`src/rtl/order_tx_framer.sv`:
```
// Buffers orders from the tick-to-trade pipeline in a small FIFO and serializes
// each one into a 4-beat framed stream: header, word0, word1, checksum trailer.
module order_tx_framer #(
    parameter int          FIFO_DEPTH = 8,
    parameter logic [15:0] MAGIC      = 16'hA55A,
    parameter int          CNT_W      = 16
) (
    input  logic                          clk,
    input  logic                          rst_n,
    input  logic                          in_valid,
    input  logic [63:0]                   in_word0,
    input  logic [63:0]                   in_word1,
    input  logic                          tx_enable,
    output logic                          m_valid,
    input  logic                          m_ready,
    output logic [63:0]                   m_data,
    output logic                          m_last,
    output logic [$clog2(FIFO_DEPTH):0]   fifo_level,
    output logic [CNT_W-1:0]              drop_cnt,
    output logic [CNT_W-1:0]              frames_sent
);

    localparam int AW = $clog2(FIFO_DEPTH);
    localparam int LW = AW + 1;

    typedef enum logic [2:0] {IDLE, HDR, W0, W1, TRL} state_t;

    state_t        state, next_state;
    logic [127:0]  mem [FIFO_DEPTH];
    logic [AW-1:0] wr_ptr, rd_ptr;
    logic [LW-1:0] level;
    logic [63:0]   hold_w0, hold_w1;
    logic [31:0]   seq;
    logic          full, push, pop;
    logic [63:0]   header;
    logic [31:0]   checksum;

    // Full is judged on the registered level, so a same-cycle pop never frees a slot.
    assign full       = (level == LW'(FIFO_DEPTH));
    assign push       = in_valid && !full;
    assign fifo_level = level;

    assign header   = {MAGIC, seq, 8'h04, 8'h00};
    assign checksum = header[63:32] ^ header[31:0]
                    ^ hold_w0[63:32] ^ hold_w0[31:0]
                    ^ hold_w1[63:32] ^ hold_w1[31:0];

    // NOTE: payload storage has no reset; only pointers and level define what is valid.
    always_ff @(posedge clk) begin
        if (push) mem[wr_ptr] <= {in_word1, in_word0};
    end

    always_ff @(posedge clk or negedge rst_n) begin
        if (!rst_n) begin
            wr_ptr  <= '0;
            rd_ptr  <= '0;
            level   <= '0;
            hold_w0 <= '0;
            hold_w1 <= '0;
        end else begin
            if (push) wr_ptr <= wr_ptr + AW'(1);
            if (pop) begin
                rd_ptr  <= rd_ptr + AW'(1);
                hold_w0 <= mem[rd_ptr][63:0];
                hold_w1 <= mem[rd_ptr][127:64];
            end
            case ({push, pop})
                2'b10:   level <= level + LW'(1);
                2'b01:   level <= level - LW'(1);
                default: level <= level;
            endcase
        end
    end

    // NOTE: state and counters use non-blocking assignments so every register samples pre-edge values.
    always_ff @(posedge clk or negedge rst_n) begin
        if (!rst_n) begin
            state       <= IDLE;
            seq         <= '0;
            drop_cnt    <= '0;
            frames_sent <= '0;
        end else begin
            state <= next_state;
            if (in_valid && full && (drop_cnt != '1)) drop_cnt <= drop_cnt + CNT_W'(1);
            if (state == TRL && m_ready) begin
                seq         <= seq + 32'd1;
                frames_sent <= frames_sent + CNT_W'(1);
            end
        end
    end

    // NOTE: every output of this block gets a default first so no latch is inferred.
    always_comb begin
        next_state = state;
        pop        = 1'b0;
        m_valid    = 1'b0;
        m_data     = '0;
        m_last     = 1'b0;
        case (state)
            IDLE: begin
                if (level != '0 && tx_enable) begin
                    pop        = 1'b1;
                    next_state = HDR;
                end
            end
            HDR: begin
                m_valid = 1'b1;
                m_data  = header;
                if (m_ready) next_state = W0;
            end
            W0: begin
                m_valid = 1'b1;
                m_data  = hold_w0;
                if (m_ready) next_state = W1;
            end
            W1: begin
                m_valid = 1'b1;
                m_data  = hold_w1;
                if (m_ready) next_state = TRL;
            end
            TRL: begin
                m_valid = 1'b1;
                m_data  = {32'h0, checksum};
                m_last  = 1'b1;
                if (m_ready) next_state = IDLE;
            end
            default: next_state = IDLE;
        endcase
    end

endmodule

```
`config.mk`:
```
export PLATFORM = sky130hd
export DESIGN_NAME = order_tx_framer
export DESIGN_NICKNAME = d
export VERILOG_FILES = /design/src/rtl/order_tx_framer.sv
export SDC_FILE = /design/constraint.sdc
export NUM_CORES = 1
export LEC_CHECK = 0
export ABC_AREA = 1
export BUFFER_PORTS_ARGS = -buffer_cell sky130_fd_sc_hd__buf_2
export CAP_MARGIN = 20
export CORE_ASPECT_RATIO = 2
export CORE_UTILIZATION = 45
export DETAILED_ROUTE_END_ITERATION = 12
export GPL_TIMING_DRIVEN = 0
export HOLD_SLACK_MARGIN = 0.06
export PLACE_DENSITY = 0.64
export SYNTH_ARGS = -nofsm -noshare
export SYNTH_HDL_FRONTEND = slang
export SYNTH_SLANG_ARGS = --single-unit
```
`constraint.sdc`:
```
create_clock -name clk -period 7.3 [get_ports clk]
set_input_delay 1.095 -clock clk [delete_from_list [all_inputs] [get_ports clk]]
set_output_delay 1.095 -clock clk [all_outputs]
set_load 0.02 [all_outputs]
```
Yosys cells after proc, flatten, opt, wreduce, memory -nomap -nowiden. Memory sizes are Yosys's and may differ from the RTL's. A register that Yosys moved wholly into a read port is not among the register bits. Cells that the tools add are included.

Add/sub/neg operators: 7. Equal/unequal tests: 13. Muxes and demuxes: 14. Bitwise logic cells: 5. Reductions and logical operators: 12.

Operator list (number): 64-bit case mux with 4 select lines (1); 32-bit XOR (5); 16-bit by 1-bit adder with 16-bit output (second input constant) (2); 32-bit by 1-bit adder with 32-bit output (second input constant) (1); 16-bit inequality test (second input constant) (1); 3-bit 2-to-1 mux (5); 3-bit case mux with 5 select lines (1); 2-bit inequality test (second input constant) (5); 4-bit case mux with 2 select lines (1); 3-bit by 1-bit adder with 3-bit output (second input constant) (2); 3-bit by 2-bit equality test with 1-bit output (second input constant) (2); 1-bit 2-to-1 mux (6); 1-bit logical AND (5); 5-bit AND reduction (1); 4-bit by 1-bit adder with 4-bit output (second input constant) (1); 4-bit equality test (second input constant) (1); 4-bit nonzero test (1); 4-bit OR reduction (1); 4-bit by 1-bit subtractor with 4-bit output (second input constant) (1); 3-bit by 1-bit equality test with 1-bit output (second input constant) (1); 3-bit equality test (second input constant) (1); 3-bit zero test (1); 2-bit by 1-bit equality test with 1-bit output (second input constant) (1); 2-bit equality test (second input constant) (1); 2 further kinds (3).

Register bits: 77. Memory bits (writable): 1024. Input bits: 133. Memories kept: 1.

Memory list: mem (depth 8, bits a word 128, rd ports 1, clocked after memory_dff 1, write ports 1, line 29) `logic [127:0] mem [FIFO_DEPTH];`.

Logic depth before layout (Yosys ltp).
Depth in word-level cells: 6. Gate-level depth with buffers: 14. Depth with buffers taken out: 13.

Least setup slack after synthesis. OpenSTA, ideal clock, no wires.

Path kind: input-to-reg. Start: input in_valid. End: memory mem[0][0] (enable). Data arrival time: 6.847 ns. Required time: 6.683 ns. Path slack: -0.164 ns. Cell stages on the path: 3. Cell sequence: nand2_1 -> or2_2 -> nor2_1.

Cells in the longest elaborated chain, start to end: 3.

Ends and longest elaborated chain: start: declaration (line 10) `input logic in_valid,`; 1-bit logical AND (line 40) `assign push = in_valid && !full;`; 1-bit 2-to-1 mux (line 50) `if (push) mem[wr_ptr] <= {in_word1, in_word0};`; 1-bit 2-to-1 mux (implied by the code) (line 50); end: declaration (line 29).

Every way passes these cells.

Worst setup path after layout.
Start: register state[1]. End: output m_data[22].

Cells in the longest elaborated chain, start to end: 2.

Ends and longest elaborated chain: start: declaration (line 28) `state_t state, next_state;`; start signal: assignment (line 83) `state <= next_state;`; 3-bit equality test, or another cell as far along (line 99) `case (state)`; 64-bit case mux with 4 select lines * (line 99); end: declaration (line 16) `output logic [63:0] m_data,`.

Mark *: on every way between the ends. The rest lies on a longest branch, timed or not.

==> impl_summary.md <==
Power
For this design the ratio of total power to cell area is 420 nW/um^2. Of the total power, the clock network draws 0.227. Summed over all nets, the switching power comes to 10.3 mW. Cell internal power was estimated by the tool at 14.6 mW. The share of total power dissipated in combinational logic is 0.375.

The analysis attributes to cell leakage a power of 21.9 nW. The design draws 24.9 mW. The switching portion of total power is 0.413. The portion of total power attributed to sequential cells is 0.397.

Across the VDD grid, the largest voltage drop is 0.239 mV.

Routing
After detailed routing, the number of vias per cell comes to 5.67. The wire length on met3 is 13400 um. After detailed routing, the number of remaining DRC violations is 0.

The highest routing layer actually used is met5. The number of iterations in the first detailed-routing pass is 5. In this run the remaining antenna-violating nets after routing total 0. The total routed wirelength is 169000 um. Detailed routing placed a total of 83500 um of wire on met2. For this block, the via count after detailed routing is 37000. After detailed routing, the wire length on met1 is 60600 um.

The DRC violation total after the first TritonRoute iteration is 3734. After detailed routing, the average wire length per cell comes to 26.0 um.

Timing
Clock skew on the completed layout was measured at 0.0294 ns. The post-route minimum period is 4.35 ns. For the pin with the worst max-slew slack, the measured transition is 1.10 ns. Setup repair after global routing left no endpoint under its margin.

The worst hold-check slack is 0.257 ns. The final max-slew violation count is 0. The setup violation total in the final timing report is 0.

Dividing the final minimum period by the clock period gives 0.595. The worst-case headroom to the max-slew limit is 0.270. The achievable frequency is 230 MHz. The count of endpoints failing hold in the final timing report is 0. After layout, the worst setup slack is 2.95 ns.

Global route
Across every metal layer, demand over resource in global routing totals 0.288. Global routing finished with a remaining overflow of 0. The maximum number of pins on one net before global-route repair is 94. The first global-routing pass estimated 242000 um of wire. The initial antenna violation count is 21. The number of global-route vias before repair is 35800.

Floorplan
The number of rows created at floorplan is 175. The die covers 116000 sq um. In this run the count of I/O pins placed on the die edge is 235. The placeable core region is 114000 sq um. In this run the vertical extent of the chip is 481 um. The floorplan step set the die width to 242 um. For this configuration, the core starts out at a cell density of 0.454.

Synthesis
After synthesis, the cell types taking the most area are sky130_fd_sc_hd__edfxtp_1 59%, sky130_fd_sc_hd__dfrtp_1 9.9%, sky130_fd_sc_hd__nand2_1 5.6%. The post-synthesis share of cell area spent on and, or, nand and nor gates is 0.127. The synthesized netlist occupies a cell area of 51700 sq um.

For this run, the number of Yosys warnings is 0. Of all flip-flops after synthesis, the portion carrying an async set or reset was 0.167. The prevailing post-synth register cell is sky130_fd_sc_hd__edfxtp_1. Of the post-synthesis cell area, the part taken by muxes is 0. The top-area cell type share of the netlist area is 0.595. The average instance area after synthesis is 11.4 sq um.

Of the total synthesized cell area, the portion taken by XOR and XNOR cells is 0.0241. After synthesis, the largest family of logic cells by area is simple AND/OR/NAND/NOR gates. The flip-flop and latch count after synthesis is 1229. sky130_fd_sc_hd__edfxtp_1 takes more of the synthesized area than any other cell.

The number of nets in the synthesized netlist is 4666. Counting every instance in the synthesized netlist gives 4525. The post-synthesis sequential area ratio is 0.694. The library cell with the highest instance count after synthesis is sky130_fd_sc_hd__edfxtp_1. The count of flip-flops with a built-in enable after synthesis is 1024. The synthesized-area fraction occupied by ao, oa, aoi and oai cells is 0.111.

Of the total synthesized cell area, the portion taken by full adders, half adders and majority gates is 0.00194. The number of distinct standard cells referenced by the synthesized netlist is 34. By count the netlist is led by 1024 x sky130_fd_sc_hd__edfxtp_1, 766 x sky130_fd_sc_hd__nand2_1, 615 x sky130_fd_sc_hd__nor2_1.

CTS
The total number of H-tree levels is 3. After clock tree synthesis, the setup repair step added 0 buffers. The number of gates resized after CTS was 0.

After clock tree synthesis, the flow added hold-fix buffers numbering 0. The cell sitting at the root of the clock tree is a sky130_fd_sc_hd__clkbuf_16. The clock passes through at most 3 buffers.

The clock sink total is 1229. Clock-pin slew was measured on the worst setup and hold paths at 0.08 ns. The number of buffers created by CTS is 104. The clock latency on the worst-skew pair is 0.72 ns.

TritonCTS built the clock tree.

Critical path
The maximum fanout along the worst path is 10. The critical path goes through nor2_1 > nand2_1 > inv_1 > buf_1 > nand2_1 > o21ai_0 > buf_2. Among cell families on the critical path, the largest total delay comes from buffers and inverters. STA puts the critical path data required time at 6.20 ns. The critical path launch point type is a flop.

The category of the most critical setup path is flop to output pin. The cell occurring most often along the worst timing path is sky130_fd_sc_hd__nand2_1. At the worst endpoint, the arrival time is 3.25 ns. In this design, the stage delay of the slowest critical-path cell is 0.58 ns. The slack of the worst reg-to-reg path is 4.16 ns. The slowest stage cell on the critical path is sky130_fd_sc_hd__o21ai_0. STA classifies the critical path endpoint as an output pin. The start of the worst register-to-register path is fifo_level[0].

The count of buffer and inverter cells on the critical path is 3. The reg-to-reg critical path endpoint is mem[1][44]. For the worst flop-to-flop path, the logic depth is 9.

Cells and area
The layout has 9880 filler cells. Across the whole layout, storage elements account for 35900 sq um. In the final layout, the multi-input gates occupy 13700 sq um.

The net count of the finished layout is 5056. The share of the core filled with cells is 0.521. The finished layout holds 6518 standard cells, fillers aside. Of the cells placed in the final design, the portion with a size suffix greater than 1 is 0.111. The area growth from synthesis to final layout is 14.7%.

Placed design
At the end of routability-driven placement, the weighted congestion stood at 0.991. Timing analysis after detailed placement gives a worst setup slack of 3.57 ns. Counting tap cells, the placed design contains a total of 6313 instances.

The count of buffers added on input and output ports is 234. Summed over all nets, the half-perimeter wirelength after detailed placement is 121000 um.

Run
The max-capacitance violation count is 0.

Outcome
The run finished with clean final reports.

Hold path
The tightest min-delay check is of the primary input to asynchronous set/reset pin type.
## how the worst max path moves through the flow
stage / slack (ns) / from / cells after the start / end
floorplan: -0.16 / in_valid / 3 / mem[0][0]
global placement: -6.05 / in_valid / 4 / mem[0][20]
detailed placement: 3.57 / in_valid / 8 / mem[1][20]
CTS: 2.95 / state[2] / 7 / m_data[42]
global route: 2.86 / state[2] / 7 / m_data[42]
finish: 2.95 / state[1] / 7 / m_data[22]
## area by class of cell
cell class | instances | area share
multi-input cells | 2791 | 0.231
plain buffers | 266 | 0.0213
flip-flops and latches | 1229 | 0.605
repair buffers | 284 | 0.0376
well taps | 1504 | 0.0317
inverters | 239 | 0.0152
clock inverters | 61 | 0.0101
clock buffers | 132 | 0.0474
diodes | 12 | 0.000506
## power groups by stage
stage	sequential (mW)	clock, mW	combinational, mW
final	9.91	5.67	9.36
after global routing	9.97	5.96	10.1
after floorplan	9.70	0	5.40
after detailed placement	10.0	0	9.28
after CTS	9.88	5.71	9.33
after global placement	10.3	0	8.83
## flip-flops by register name, indices dropped and copies added (netlist names)
| register | count |
|---|---|
| mem | 1024 |
| hold_w0 | 64 |
| drop_cnt | 16 |
| seq | 32 |
| wr_ptr | 3 |
| hold_w1 | 64 |
| rd_ptr | 3 |
| fifo_level | 4 |
| state | 3 |
| frames_sent | 16 |
## logic make-up (layout without fill, tap and decap cells)
family | Yosys count | in the layout
simple gates | 1643 | 1643
flops | 1229 | 1229
compound gates | 998 | 998
buf+inv | 505 | 982
xor+xnor | 142 | 142
fa+ha+maj | 8 | 8
other cells | 0 | 12
## cells in the final DEF (no fill, tap or decap), drive strengths merged, types with 20 or more instances in the layout
cell / count
o21ai: 549
nor2: 621
clkbuf: 280
nand4: 20
buf: 402
nand3: 210
inv: 243
clkinv: 43
nand2: 766
edfxtp: 1024
xnor2: 61
dfrtp: 205
a21oi: 158
xor2: 81
o211ai: 272
## through the flow
stage | instance area, sq um | TNS, ns
2_1_floorplan | 51700 | -83.78
3_3_place_gp | 54800 | -3678.37
3_5_place_dp | 55900 | 0
4_1_cts | 59300 | 0
5_1_grt | 59300 | 0
6_report | 59300 | 0
## layer usage
layer,vias up,track usage
li1,16700,-
met1,18300,0.324
met2,1604,0.495
met3,405,0.0674
met4,16,0.179
met5,-,0
(Power assumes the default switching activity.)
